`src/rtl/serial_pkg.sv`:
```
// Shared types and sizing helpers for the bit-serial datapath.
package serial_pkg;

    typedef enum logic {
        IDLE  = 1'b0,
        SHIFT = 1'b1
    } feeder_state_t;

    // Width of a bit counter that indexes 0..width-1. It is at least 1 so the
    // counter is never zero-width.
    function automatic int cnt_width(input int width);
        return (width < 2) ? 1 : $clog2(width);
    endfunction

endpackage

```
`src/rtl/piso_shift_reg.sv`:
```
// Parallel-in serial-out shift register, LSB first. Load has priority over shift.
module piso_shift_reg #(
    parameter int WIDTH = 8
) (
    input  logic             clk,
    input  logic             rst,
    input  logic             load,
    input  logic             shift,
    input  logic [WIDTH-1:0] d,
    output logic             q0
);

    logic [WIDTH-1:0] sh_d, sh_q;

    // Next value: a parallel load replaces the word; a shift moves it one bit toward bit 0.
    always_comb begin
        sh_d = sh_q;
        if (load)
            sh_d = d;
        else if (shift)
            sh_d = {1'b0, sh_q[WIDTH-1:1]};
    end

    // Shifter register with asynchronous clear.
    always_ff @(posedge clk or posedge rst) begin
        if (rst)
            sh_q <= '0;
        else
            sh_q <= sh_d;
    end

    assign q0 = sh_q[0];

endmodule

```
`src/rtl/serial_operand_feeder.sv`:
```
// Parallel-to-serial operand feeder. Streams A/B pairs LSB-first with framing
// strobes. A one-word pending buffer keeps back-to-back words gapless.
module serial_operand_feeder
    import serial_pkg::*;
#(
    parameter int WIDTH = 8
) (
    input  logic             clk,
    input  logic             rst,
    input  logic [WIDTH-1:0] a_in,
    input  logic [WIDTH-1:0] b_in,
    input  logic             in_valid,
    output logic             in_ready,
    output logic             out_a,
    output logic             out_b,
    output logic             out_valid,
    output logic             out_first,
    output logic             out_last
);

    localparam int             CW       = cnt_width(WIDTH);
    localparam logic [CW-1:0]  CNT_LAST = CW'(WIDTH - 1);

    feeder_state_t    state_d, state_q;
    logic [CW-1:0]    cnt_d, cnt_q;
    logic [WIDTH-1:0] pd_a_d, pd_a_q, pd_b_d, pd_b_q;
    logic             pd_full_d, pd_full_q;

    logic             accept;
    logic             at_last;
    logic             sh_load, sh_load_pd, sh_shift;
    logic [WIDTH-1:0] ld_a, ld_b;
    logic             q0_a, q0_b;

    assign in_ready = !pd_full_q;
    assign accept   = in_valid && !pd_full_q;
    assign at_last  = (state_q == SHIFT) && (cnt_q == CNT_LAST);

    // Next state: pick where an accepted pair goes and when the shifter reloads.
    always_comb begin
        state_d    = state_q;
        cnt_d      = cnt_q;
        pd_a_d     = pd_a_q;
        pd_b_d     = pd_b_q;
        pd_full_d  = pd_full_q;
        sh_load    = 1'b0;
        sh_load_pd = 1'b0;
        sh_shift   = 1'b0;
        case (state_q)
            IDLE: begin
                if (accept) begin
                    sh_load = 1'b1;
                    cnt_d   = '0;
                    state_d = SHIFT;
                end
            end
            SHIFT: begin
                if (at_last) begin
                    if (pd_full_q) begin
                        // The pending word follows with no gap; in_ready is low so nothing new arrives.
                        sh_load    = 1'b1;
                        sh_load_pd = 1'b1;
                        pd_full_d  = 1'b0;
                        cnt_d      = '0;
                    end else if (accept) begin
                        // Seamless restart straight from the inputs.
                        sh_load = 1'b1;
                        cnt_d   = '0;
                    end else begin
                        state_d = IDLE;
                    end
                end else begin
                    sh_shift = 1'b1;
                    cnt_d    = cnt_q + 1'b1;
                    if (accept) begin
                        pd_a_d    = a_in;
                        pd_b_d    = b_in;
                        pd_full_d = 1'b1;
                    end
                end
            end
            default: state_d = IDLE;
        endcase
    end

    // Control and pending-buffer registers.
    always_ff @(posedge clk or posedge rst) begin
        if (rst) begin
            state_q   <= IDLE;
            cnt_q     <= '0;
            pd_a_q    <= '0;
            pd_b_q    <= '0;
            pd_full_q <= 1'b0;
        end else begin
            state_q   <= state_d;
            cnt_q     <= cnt_d;
            pd_a_q    <= pd_a_d;
            pd_b_q    <= pd_b_d;
            pd_full_q <= pd_full_d;
        end
    end

    assign ld_a = sh_load_pd ? pd_a_q : a_in;
    assign ld_b = sh_load_pd ? pd_b_q : b_in;

    piso_shift_reg #(.WIDTH(WIDTH)) u_sh_a (
        .clk   (clk),
        .rst   (rst),
        .load  (sh_load),
        .shift (sh_shift),
        .d     (ld_a),
        .q0    (q0_a)
    );

    piso_shift_reg #(.WIDTH(WIDTH)) u_sh_b (
        .clk   (clk),
        .rst   (rst),
        .load  (sh_load),
        .shift (sh_shift),
        .d     (ld_b),
        .q0    (q0_b)
    );

    // All serial outputs come from registered state and are quiet in IDLE.
    assign out_valid = (state_q == SHIFT);
    assign out_a     = out_valid && q0_a;
    assign out_b     = out_valid && q0_b;
    assign out_first = out_valid && (cnt_q == '0);
    assign out_last  = at_last;

endmodule

```
`config.mk`:
```
export PLATFORM = sky130hd
export DESIGN_NAME = serial_operand_feeder
export DESIGN_NICKNAME = d
export VERILOG_FILES = /design/src/rtl/serial_pkg.sv /design/src/rtl/piso_shift_reg.sv /design/src/rtl/serial_operand_feeder.sv
export SDC_FILE = /design/constraint.sdc
export NUM_CORES = 1
export LEC_CHECK = 0
export ABC_AREA = 1
export CAP_MARGIN = 10
export CELL_PAD_IN_SITES_DETAIL_PLACEMENT = 0
export CELL_PAD_IN_SITES_GLOBAL_PLACEMENT = 1
export CORE_MARGIN = 2
export CORE_UTILIZATION = 30
export CTS_CLUSTER_SIZE = 20
export DETAILED_ROUTE_END_ITERATION = 6
export GPL_TIMING_DRIVEN = 0
export PLACE_DENSITY_LB_ADDON = 0.1
export SLEW_MARGIN = 20
export SYNTH_ARGS = -nofsm -noshare
export SYNTH_HDL_FRONTEND = slang
export SYNTH_SLANG_ARGS = --single-unit
```
`constraint.sdc`:
```
create_clock -name clk -period 1.6 [get_ports clk]
set_input_delay 0.32 -clock clk [delete_from_list [all_inputs] [get_ports clk]]
set_output_delay 0.32 -clock clk [all_outputs]
set_load 0.1 [all_outputs]
```
==> results by group, run 1 <==
Run status
  – Status: finished, violations left
  – Violated checks: setup timing

Setup path
  – CP max-delay cell: dfrtp_1
  – CP Max Fanout: 3
  – CP Capture Type: output pin
  – Crit path kind: register to output pin
  – Worst EP required: 1.28 ns
  – CP delay by family, top: flip-flops
  – CP cell instances: ha_2, ha_4, nand2_8, clkinvlp_4, buf_12
  – Worst EP arrival: 1.40 ns
  – WP buf/inv: 2
  – Setup crit start kind: register
  – Delay of the slowest critical-path stage: 0.40 ns

Route
  – Antenna Violating Nets Remaining: 0
  – Average routed wire per standard cell: 14.5 µm
  – Initial drt markers: 36
  – Final WL: 5470 µm
  – Drt pass-1 iters: 4
  – Via Count: 1784
  – Vias per Instance: 4.74
  – Remaining DRCs: 0

Yosys
  – Mean Syn Cell Area: 7.94 µm²
  – Top_reg_cell synth: dfrtp_1
  – Sequential fraction of the synthesis area: 47.2%
  – Post-synth ARST share: 100%
  – Yosys warns: 0
  – Synth cell types: 23
  – Post-synthesis cell area: 1960 µm²
  – Mapped Nets: 269
  – #FFs+latches synth: 37
  – Gate Count Post-Synth: 247
  – Post-synth EDFFs: 0

Place
  – Post-DP HPWL: 3540 µm
  – Gpl congestion: 0.727
  – Placed cell count: 349
  – # port buffers: 24

Clock network
  – H-tree levels: 2
  – CTS max path bufs: 2
  – CTS clk-pin slew, worst paths: 0.08 ns
  – Cts bufs inserted: 5
  – CTS tree: built
  – CTS Sinks: 37
  – Clk root buf: clkbuf_8
  – # hold bufs at CTS: 0
  – Worst-skew pair later-pin latency: 0.30 ns

Job
  – Max Cap Violations: 0

STA
  – Tmin final: 1.72 ns
  – Final Slew Violations: 0
  – Worst Clk Skew: 0.00784 ns
  – Final setup violation count: 12
  – F_max: 581 MHz
  – Slew @ Worst Pin: 0.483 ns
  – RSZ-0062 raised after global routing: yes
  – Setup WS post-layout: -0.120 ns
  – Hold Vio Cnt, Final: 0
  – Fin crit share: 108%
  – Headroom to the max-slew limit: 68.0%

Power and ir drop
  – Internal power: 3.25 mW
  – Maximum VDD drop: 1.13 mV
  – Switching power: 2.17 mW
  – PD cells: 1840 nW/µm²
  – Sequential Power Share: 29.7%
  – Combinational share of power: 52.5%
  – Clock Power Share: 17.9%
  – P_leak: 1.39 nW
  – Net Sw Frac: 40.0%
  – Design Power: 5.42 mW

GRT
  – Antenna violations before repair: 0
  – Total congestion overflow: 0
  – Total GRT Usage: 16.1%
  – Vias in the first global route: 1724
  – First-pass GRT wire length: 8860 µm
  – Largest net degree at the start of global routing: 30

Die
  – Die width: 84.9 µm
  – Number of cell rows: 29
  – Initial Util: 30.9%
  – Die area: 7200 µm²
  – # IOs: 25
  – Die height: 84.9 µm
  – CORE AREA: 6350 µm²

Layout
  – ANT cells: 0
  – Syn-to-layout area delta: 50.1%
  – Commonest non-fill, non-tap cell in the layout: nand2_1
  – Commonest cells after routing, fill and taps aside: 62 x nand2_1, 36 x dfrtp_1, 18 x clkdlybuf4s50_1
  – Share of layout cells above drive strength 1: 30.4%
  – Nets: 320
  – Fin cells: 376
  – Fillcell total: 624

Min path
  – Worst hold path type: primary input to asynchronous set/reset pin
worst paths after layout:
kind	start	endpoint	slack [ns]	cells after the start
min	rst	out_valid	0.25	2
max reg2reg	cnt_q[1]	u_sh_a.sh_q[6]	-0.02	8
min in group clk	pd_a_q[3]	pd_a_q[3]	0.49	2
max	cnt_q[1]	out_last	-0.12	5
max in group asynchronous	rst	u_sh_b.sh_q[6]	0.91	3
min reg2reg	pd_a_q[3]	pd_a_q[3]	0.49	2
Yosys cell counts, types with 3 or more instances:
| master | count | area [µm²] |
|---|---|---|
| buf_6 | 4 | 45.0 |
| inv_1 | 23 | 86.3 |
| nand3_1 | 5 | 25.0 |
| buf_2 | 5 | 25.0 |
| nand2_1 | 70 | 263 |
| o21ai_0 | 29 | 145 |
| nand4_1 | 15 | 93.8 |
| ha_1 | 3 | 37.5 |
| nor2_1 | 17 | 63.8 |
| buf_4 | 5 | 37.5 |
| a21oi_1 | 16 | 80.1 |
| dfrtp_1 | 37 | 926 |
registers in the layout, summed over array words and instances (netlist names):
register	cells
cnt_q	3
u_sh_a.sh_q	8
out_valid	1
pd_a_q	8
pd_b_q	8
pd_full_q	1
u_sh_b.sh_q	8
layer usage:
metal	share of wire (%)	track usage (%)
met5	0	0
met4	2.8	7.50
met3	3.0	2.82
met2	46	23.7
met1	48	23.0
kinds of logic after synthesis:
group                      count (synthesis)  synth area share, %
and+or+nand+nor                          113                 25.5
AOI/OAI and AO/OA                         52                 14.4
buffers and inverters                     42                 11.0
DFF                                       37                 47.2
adders and majority gates                  3                 1.91
per-stage QoR:
step	worst slack (ns)	util [%]	instance area (µm²)	setup TNS, ns	hold WS (ns)
after floorplan	-0.169	-	2010	-0.601	0.453
after global placement	-0.840	36.9	2340	-30.44	0.469
after detailed placement	-0.852	37.2	2360	-10.05	0.473
after CTS	-0.253	43.3	2750	-1.07	0.254
after global routing	-0.182	46.4	2940	-2.01	0.269
final	-0.120	46.4	2940	-0.431	0.253
layout make-up:
class                      count  area [µm²]  area share, %
multi-input combinational    168         985           33.4
buffer                        14         166           5.65
clock inverter                 3        65.1           2.21
inverter                      26         116           3.95
clock buffer                   5        68.8           2.34
tap                           77        96.3           3.27
sequential                    37         930           31.6
timing repair buffer          46         517           17.6
timing repair:
item                       in CTS  in global routing
setup endpoints to repair      41                 40
setup buffers                  13                  6
cloned                          1                  3
gates resized for setup        83                 35
pin swaps                       3                 20
power groups by stage:
stage               clock [mW]  sequential, mW  combinational [mW]
floorplan                    0            1.57                1.58
global placement             0            1.61                2.02
detailed placement           0            1.61                2.05
CTS                      0.997            1.60                2.49
global route              1.05            1.66                3.11
finish                   0.969            1.61                2.84
worst reg2reg max path, stage by stage (launching register included):
cell and delay (ns):
dfrtp_1 0.37, ha_2 0.20, ha_4 0.18, nand2_8 0.06
buf_4 0.15, a21oi_4 0.25, buf_6 0.17, nand2_1 0.06
a21oi_1 0.13
No activity file was read; power rests on OpenSTA's default activity.
==> inputs of run 2 (changes only) <==
==> constraint.sdc (replaced) <==
create_clock -name clk -period 1.73 [get_ports clk]
set_input_delay 0.346 -clock clk [delete_from_list [all_inputs] [get_ports clk]]
set_output_delay 0.346 -clock clk [all_outputs]
set_load 0.1 [all_outputs]
==> results by group, run 2 (synthesized netlist as in run 1, its figures left out) <==
Clock network
  – Worst-skew pair later-pin latency: 0.30 ns (about the same)
  – CTS clk-pin slew, worst paths: 0.08 ns (about the same)
  – Clk root buf: clkbuf_8
  – CTS Sinks: 37 (unchanged)
  – # hold bufs at CTS: 0 (unchanged)
  – Cts bufs inserted: 5 (unchanged)
  – H-tree levels: 2 (unchanged)
  – CTS tree: built
  – CTS max path bufs: 2 (unchanged)

Layout
  – Commonest non-fill, non-tap cell in the layout: nand2_1
  – Share of layout cells above drive strength 1: 25.1% (-5.3 points)
  – Layout Utilization: 42.7% (-3.6 points)
  – Commonest cells after routing, fill and taps aside: 65 x nand2_1, 36 x dfrtp_1, 24 x o21ai_0
  – Nets: 312 (-2.5%)
  – Syn-to-layout area delta: 38.3%
  – ANT cells: 0 (unchanged)

Power and ir drop
  – Internal power: 2.55 mW (-21%)
  – Net Sw Frac: 42.8% (+2.8 points)
  – Switching power: 1.91 mW (-12%)
  – Maximum VDD drop: 0.960 mV (-15%)
  – Combinational share of power: 51.8% (-0.7 points)
  – Clock Power Share: 14.7% (-3.2 points)
  – Design Power: 4.47 mW (-18%)
  – Sequential Power Share: 33.5% (+3.8 points)
  – PD cells: 1650 nW/µm² (-11%)
  – P_leak: 1.31 nW (-6.2%)

Setup path
  – Delay of the slowest critical-path stage: 0.40 ns (about the same)
  – Worst setup path endpoint: out_last
  – Crit Reg-Reg Endpoint: u_sh_a.sh_q[1]
  – CP delay by family, top: flip-flops
  – CP Capture Type: output pin
  – CP Max Fanout: 3 (unchanged)
  – CP cell instances: ha_2, ha_4, nand2_4, clkinvlp_4, buf_12
  – Worst R2R Path Depth: 8 (unchanged)
  – Total stage count of the critical path: 5 (unchanged)
  – Reg-to-reg startpoint: cnt_q[1]
  – Setup crit start kind: register
  – Worst EP required: 1.38 ns (+0.10 ns)
  – WP buf/inv: 2 (unchanged)
  – Crit path kind: register to output pin
  – CP max-delay cell: dfrtp_1
  – Worst setup path start: cnt_q[0]
  – Worst EP arrival: 1.41 ns (about the same)
  – R2R Setup Slk: 0.06 ns (+0.08 ns)

STA
  – F_max: 568 MHz
  – Worst Clk Skew: 0.00971 ns (+0.00188 ns)
  – Hold Vio Cnt, Final: 0 (unchanged)
  – Tmin final: 1.76 ns
  – Fin crit share: 102%
  – Setup WS post-layout: -0.0291 ns (+0.0912 ns)
  – Final Slew Violations: 0 (unchanged)
  – Final setup violation count: 1 (-11)
  – RSZ-0062 raised after global routing: yes
  – Headroom to the max-slew limit: 64.2% (-3.9 points)
  – Slew @ Worst Pin: 0.540 ns (+0.0574 ns)

GRT
  – Largest net degree at the start of global routing: 26 (-13%)
  – Total congestion overflow: 0 (unchanged)
  – GRT busiest layer: met2
  – Vias in the first global route: 1786 (+3.6%)
  – GR met3 Demand/Resource: 2.92% (+0.097 points)
  – Met2 usage: 24.4% (+0.72 points)
  – First-pass GRT wire length: 8850 µm (about the same)
  – Antenna violations before repair: 0 (unchanged)
  – Total GRT Usage: 15.8% (-0.29 points)
  – Global routing met1 resource utilization: 22.2% (-0.83 points)

Route
  – Average routed wire per standard cell: 14.2 µm (-2.6%)
  – Remaining DRCs: 0 (unchanged)
  – Vias per Instance: 4.69 (-1.1%)
  – Drt pass-1 iters: 4 (unchanged)
  – Antenna Violating Nets Remaining: 0 (unchanged)
  – Initial drt markers: 113 (+210%)
  – Via Count: 1727 (-3.2%)
  – Final WL: 5210 µm (-4.6%)

Die
  – Die width: 84.9 µm (unchanged)
  – # IOs: 25 (unchanged)
  – Die area: 7200 µm² (unchanged)
  – Number of cell rows: 29 (unchanged)
  – Initial Util: 30.9% (unchanged)
  – Die height: 84.9 µm (unchanged)
  – CORE AREA: 6350 µm² (unchanged)

Job
  – Max Cap Violations: 0 (unchanged)

Place
  – Post-DP HPWL: 3600 µm (+1.6%)
  – # port buffers: 24 (unchanged)
  – Gpl congestion: 0.754 (+3.6%)

Min path
  – Worst hold path type: primary input to asynchronous set/reset pin

Run status
  – Status: finished, violations left
  – Violated checks: setup timing
run 2: cell types whose count changed in the layout (fill, tap and decap cells not counted), sizes merged:
| cell | delta |
|---|---|
| buf | -8 |
| bufinv | -2 |
| clkdlybuf4s15 | +1 |
| clkinv | +1 |
run 2: how the worst min path moves through the flow:
stage	startpoint	end	slack (ns)	depth (start not counted)
finish	rst	u_sh_b.sh_q[1]	0.32	2
detailed placement	pd_b_q[4]	pd_b_q[4]	0.47	2
CTS	rst	u_sh_b.sh_q[1]	0.33	2
floorplan	pd_b_q[1]	pd_b_q[1]	0.45	2
global placement	pd_a_q[5]	pd_a_q[5]	0.47	2
global route	rst	u_sh_b.sh_q[0]	0.34	2
run 2: worst reg2reg max path, delay by kind of cell (launching register included):
| kind | cells | cell delay [ns] |
|---|---|---|
| fa+ha+maj | 2 | 0.37 |
| simple gates | 2 | 0.11 |
| buf+inv | 2 | 0.32 |
| flops | 1 | 0.39 |
| compound gates | 2 | 0.41 |
run 2: metal layers:
metal,vias up,part of all wire (%)
met3,6,3.2
li1,892,-
met2,29,45
met1,800,50
met5,-,0
met4,0,1.3
run 2: through the flow:
stage	hold slack (ns)	std cells	area [µm²]	setup TNS (ns)	setup slack (ns)
2_1_floorplan	0.453	247	2000	-0.201	-0.0654
3_3_place_gp	0.469	348	2330	-22.72	-0.757
3_5_place_dp	0.474	349	2350	-6.45	-0.762
4_1_cts	0.327	364	2600	-0.235	-0.0989
5_1_grt	0.341	368	2710	-0.252	-0.0928
6_report	0.315	368	2710	-0.0291	-0.0291
run 2: area by class of cell:
class,instances,area [µm²]
Timing Repair Buffer,38,427
Multi-Input combinational cell,168,915
Fill cell,648,3640
Inverter,26,114
Buffer,14,136
Sequential cell,37,930
Clock buffer,6,82.6
Clock inverter,2,13.8
Tap cell,77,96.3
run 2: timing repair:
action,CTS,global route
pin swaps,6,10
resized for setup,64,22
gates cloned,1,1
setup endpoints to repair,32,30
setup buffers,6,5
run 2: power by group through the flow:
stage	registers [mW]	logic, mW	clock network, mW
floorplan	1.45	1.43	0
global placement	1.49	1.84	0
detailed placement	1.49	1.86	0
CTS	1.47	2.16	0.683
global route	1.55	2.54	0.729
finish	1.50	2.31	0.658
==> inputs of run 3 (changes only) <==
--- a/config.mk
+++ b/config.mk
@@ -15,6 +15,7 @@
 export DETAILED_ROUTE_END_ITERATION = 6
 export GPL_TIMING_DRIVEN = 0
 export PLACE_DENSITY_LB_ADDON = 0.1
+export REMOVE_ABC_BUFFERS = 1
 export SLEW_MARGIN = 20
 export SYNTH_ARGS = -nofsm -noshare
 export SYNTH_HDL_FRONTEND = slang
==> results by group, run 3 (synthesized netlist as in run 1, its figures left out) <==
STA
  – Final Slew Violations: 0 (unchanged)
  – RSZ-0062 raised after global routing: yes
  – Fin crit share: 99.8% (-1.8 points)
  – Hold Vio Cnt, Final: 0 (unchanged)
  – Headroom to the max-slew limit: 66.3% (+2.1 points)
  – Setup TNS: 0 ns (+0.0291 ns)
  – F_max: 579 MHz (+1.8%)
  – Final setup violation count: 0 (-1)
  – Setup WS post-layout: 0.00283 ns (+0.0320 ns)
  – Slew @ Worst Pin: 0.505 ns (-0.0353 ns)
  – Tmin final: 1.73 ns (-0.0320 ns)
  – Worst Clk Skew: 0.00298 ns (-0.00674 ns)

Clock network
  – # hold bufs at CTS: 0 (unchanged)
  – CTS clk-pin slew, worst paths: 0.08 ns (about the same)
  – CTS max path bufs: 2 (unchanged)
  – Cts bufs inserted: 5 (unchanged)
  – Clk root buf: clkbuf_8
  – H-tree levels: 2 (unchanged)
  – Worst-skew pair later-pin latency: 0.29 ns (about the same)
  – CTS Sinks: 37 (unchanged)
  – CTS tree: built

GRT
  – Antenna violations before repair: 0 (unchanged)
  – Vias in the first global route: 1573 (-12%)
  – First-pass GRT wire length: 7990 µm (-9.7%)
  – Total GRT Usage: 14.1% (-1.7 points)
  – Largest net degree at the start of global routing: 22 (-15%)
  – Total congestion overflow: 0 (unchanged)

Route
  – Antenna Violating Nets Remaining: 0 (unchanged)
  – Via Count: 1691 (-2.1%)
  – Average routed wire per standard cell: 14.4 µm (+1.9%)
  – Initial drt markers: 128 (+13%)
  – Remaining DRCs: 0 (unchanged)
  – M1 WL: 2500 µm (-4.5%)
  – Final WL: 5160 µm (-1.1%)
  – WL met3: 147 µm (-13%)
  – Met2 wire len: 2440 µm (+3.3%)
  – Top layer in use: met4
  – Vias per Instance: 4.74 (+0.93%)
  – Drt pass-1 iters: 4 (unchanged)

Power and ir drop
  – Maximum VDD drop: 0.859 mV (-10%)
  – Combinational share of power: 45.0% (-6.8 points)
  – P_leak: 1.25 nW (-4.3%)
  – Sequential Power Share: 36.2% (+2.7 points)
  – PD cells: 1640 nW/µm² (-0.23%)
  – Clock Power Share: 18.9% (+4.2 points)
  – Switching power: 1.79 mW (-6.6%)
  – Internal power: 2.43 mW (-5.0%)
  – Net Sw Frac: 42.4% (-0.41 points)

Setup path
  – CP Max Fanout: 4 (+1)
  – Crit path kind: register to output pin
  – CP max-delay cell: dfrtp_1
  – Worst R2R Path Depth: 6 (-2)
  – CP cell instances: ha_2, ha_4, nand2_4, inv_4, buf_12
  – Setup crit start kind: register
  – WP buf/inv: 2 (unchanged)
  – Worst EP arrival: 1.38 ns (-0.03 ns)
  – Crit Reg-Reg Endpoint: u_sh_a.sh_q[7]
  – Reg-to-reg startpoint: cnt_q[0]
  – Worst EP required: 1.38 ns (about the same)
  – R2R Setup Slk: 0.05 ns (about the same)
  – CP delay by family, top: flip-flops
  – Delay of the slowest critical-path stage: 0.43 ns (+0.03 ns)
  – CP Capture Type: output pin

Layout
  – Syn-to-layout area delta: 30.8%
  – Nets: 301 (-3.5%)
  – Final instance area: 2570 µm² (-5.4%)
  – Share of layout cells above drive strength 1: 16.8% (-8.3 points)
  – ANT cells: 0 (unchanged)
  – Fin cells: 357 (-3.0%)
  – Commonest cells after routing, fill and taps aside: 69 x nand2_1, 35 x dfrtp_1, 28 x o21ai_0
  – Commonest non-fill, non-tap cell in the layout: nand2_1

Die
  – Die width: 84.9 µm (unchanged)
  – # IOs: 25 (unchanged)
  – Die height: 84.9 µm (unchanged)
  – CORE AREA: 6350 µm² (unchanged)
  – Initial Util: 30.9% (unchanged)
  – Number of cell rows: 29 (unchanged)
  – Die area: 7200 µm² (unchanged)

Place
  – Post-placement setup slack: -1.24 ns (-0.477 ns)
  – # port buffers: 24 (unchanged)
  – Gpl congestion: 0.663 (-12%)
  – Placed cell count: 334 (-4.3%)
  – Post-DP HPWL: 2900 µm (-19%)
  – Placed Area: 2230 µm² (-5.5%)

Min path
  – Worst hold path type: primary input to asynchronous set/reset pin

Run status
  – Status: complete, no violations

Job
  – Max Cap Violations: 0 (unchanged)
==> run 3: how the worst max path moves through the flow <==
stage,start,end,cells after the start
global route,cnt_q[0],out_last,5
floorplan,out_valid,out_first,2
CTS,cnt_q[0],out_last,5
global placement,cnt_q[0],out_last,5
finish,cnt_q[0],out_last,5
detailed placement,cnt_q[0],out_last,5
==> run 3: power groups by stage <==
stage | Combinational, mW | Clock [mW] | Sequential [mW]
6_report | 1.90 | 0.795 | 1.52
3_3_place_gp | 1.60 | 0 | 1.54
3_5_place_dp | 1.64 | 0 | 1.53
4_1_cts | 1.76 | 0.830 | 1.52
2_1_floorplan | 1.22 | 0 | 1.47
5_1_grt | 2.10 | 0.863 | 1.58
==> run 3: through the flow <==
stage               util, %  power (mW)  hold slack [ns]
floorplan                 -        2.69            0.453
global route           40.4        4.54            0.429
finish                 40.4        4.21            0.397
detailed placement     35.1        3.17            0.476
CTS                    38.5        4.12            0.412
global placement       34.4        3.13            0.469
==> run 3: worst reg2reg max path: stages (launching register included) <==
cell and delay [ns]:
dfrtp_1 0.41, ha_2 0.22, ha_4 0.15, buf_6 0.17, nand3_2 0.27, o211ai_1 0.27
nand2_1 0.07
==> run 3: per-layer routing <==
layer | track usage [%] | vias to the layer above
met4 | 5.19 | 0
li1 | - | 871
met1 | 19.0 | 789
met3 | 2.63 | 8
met5 | 0 | -
met2 | 22.8 | 23
==> run 3: repair_timing <==
action / CTS / global route
pin swaps: 3 / 1
setup buffers: 5 / 7
endpoints found under the setup margin: 43 / 34
gates cloned: 1 / 2
gates resized for setup: 49 / 11
==> run 3: cell type report <==
class	instances	area [µm²]
Tap cell	77	96.3
Clock inverter	1	30.0
Clock buffer	7	86.3
Multi-Input combinational cell	170	895
Timing Repair Buffer	39	420
Sequential cell	37	931
Inverter	26	108
Fill cell	671	3780
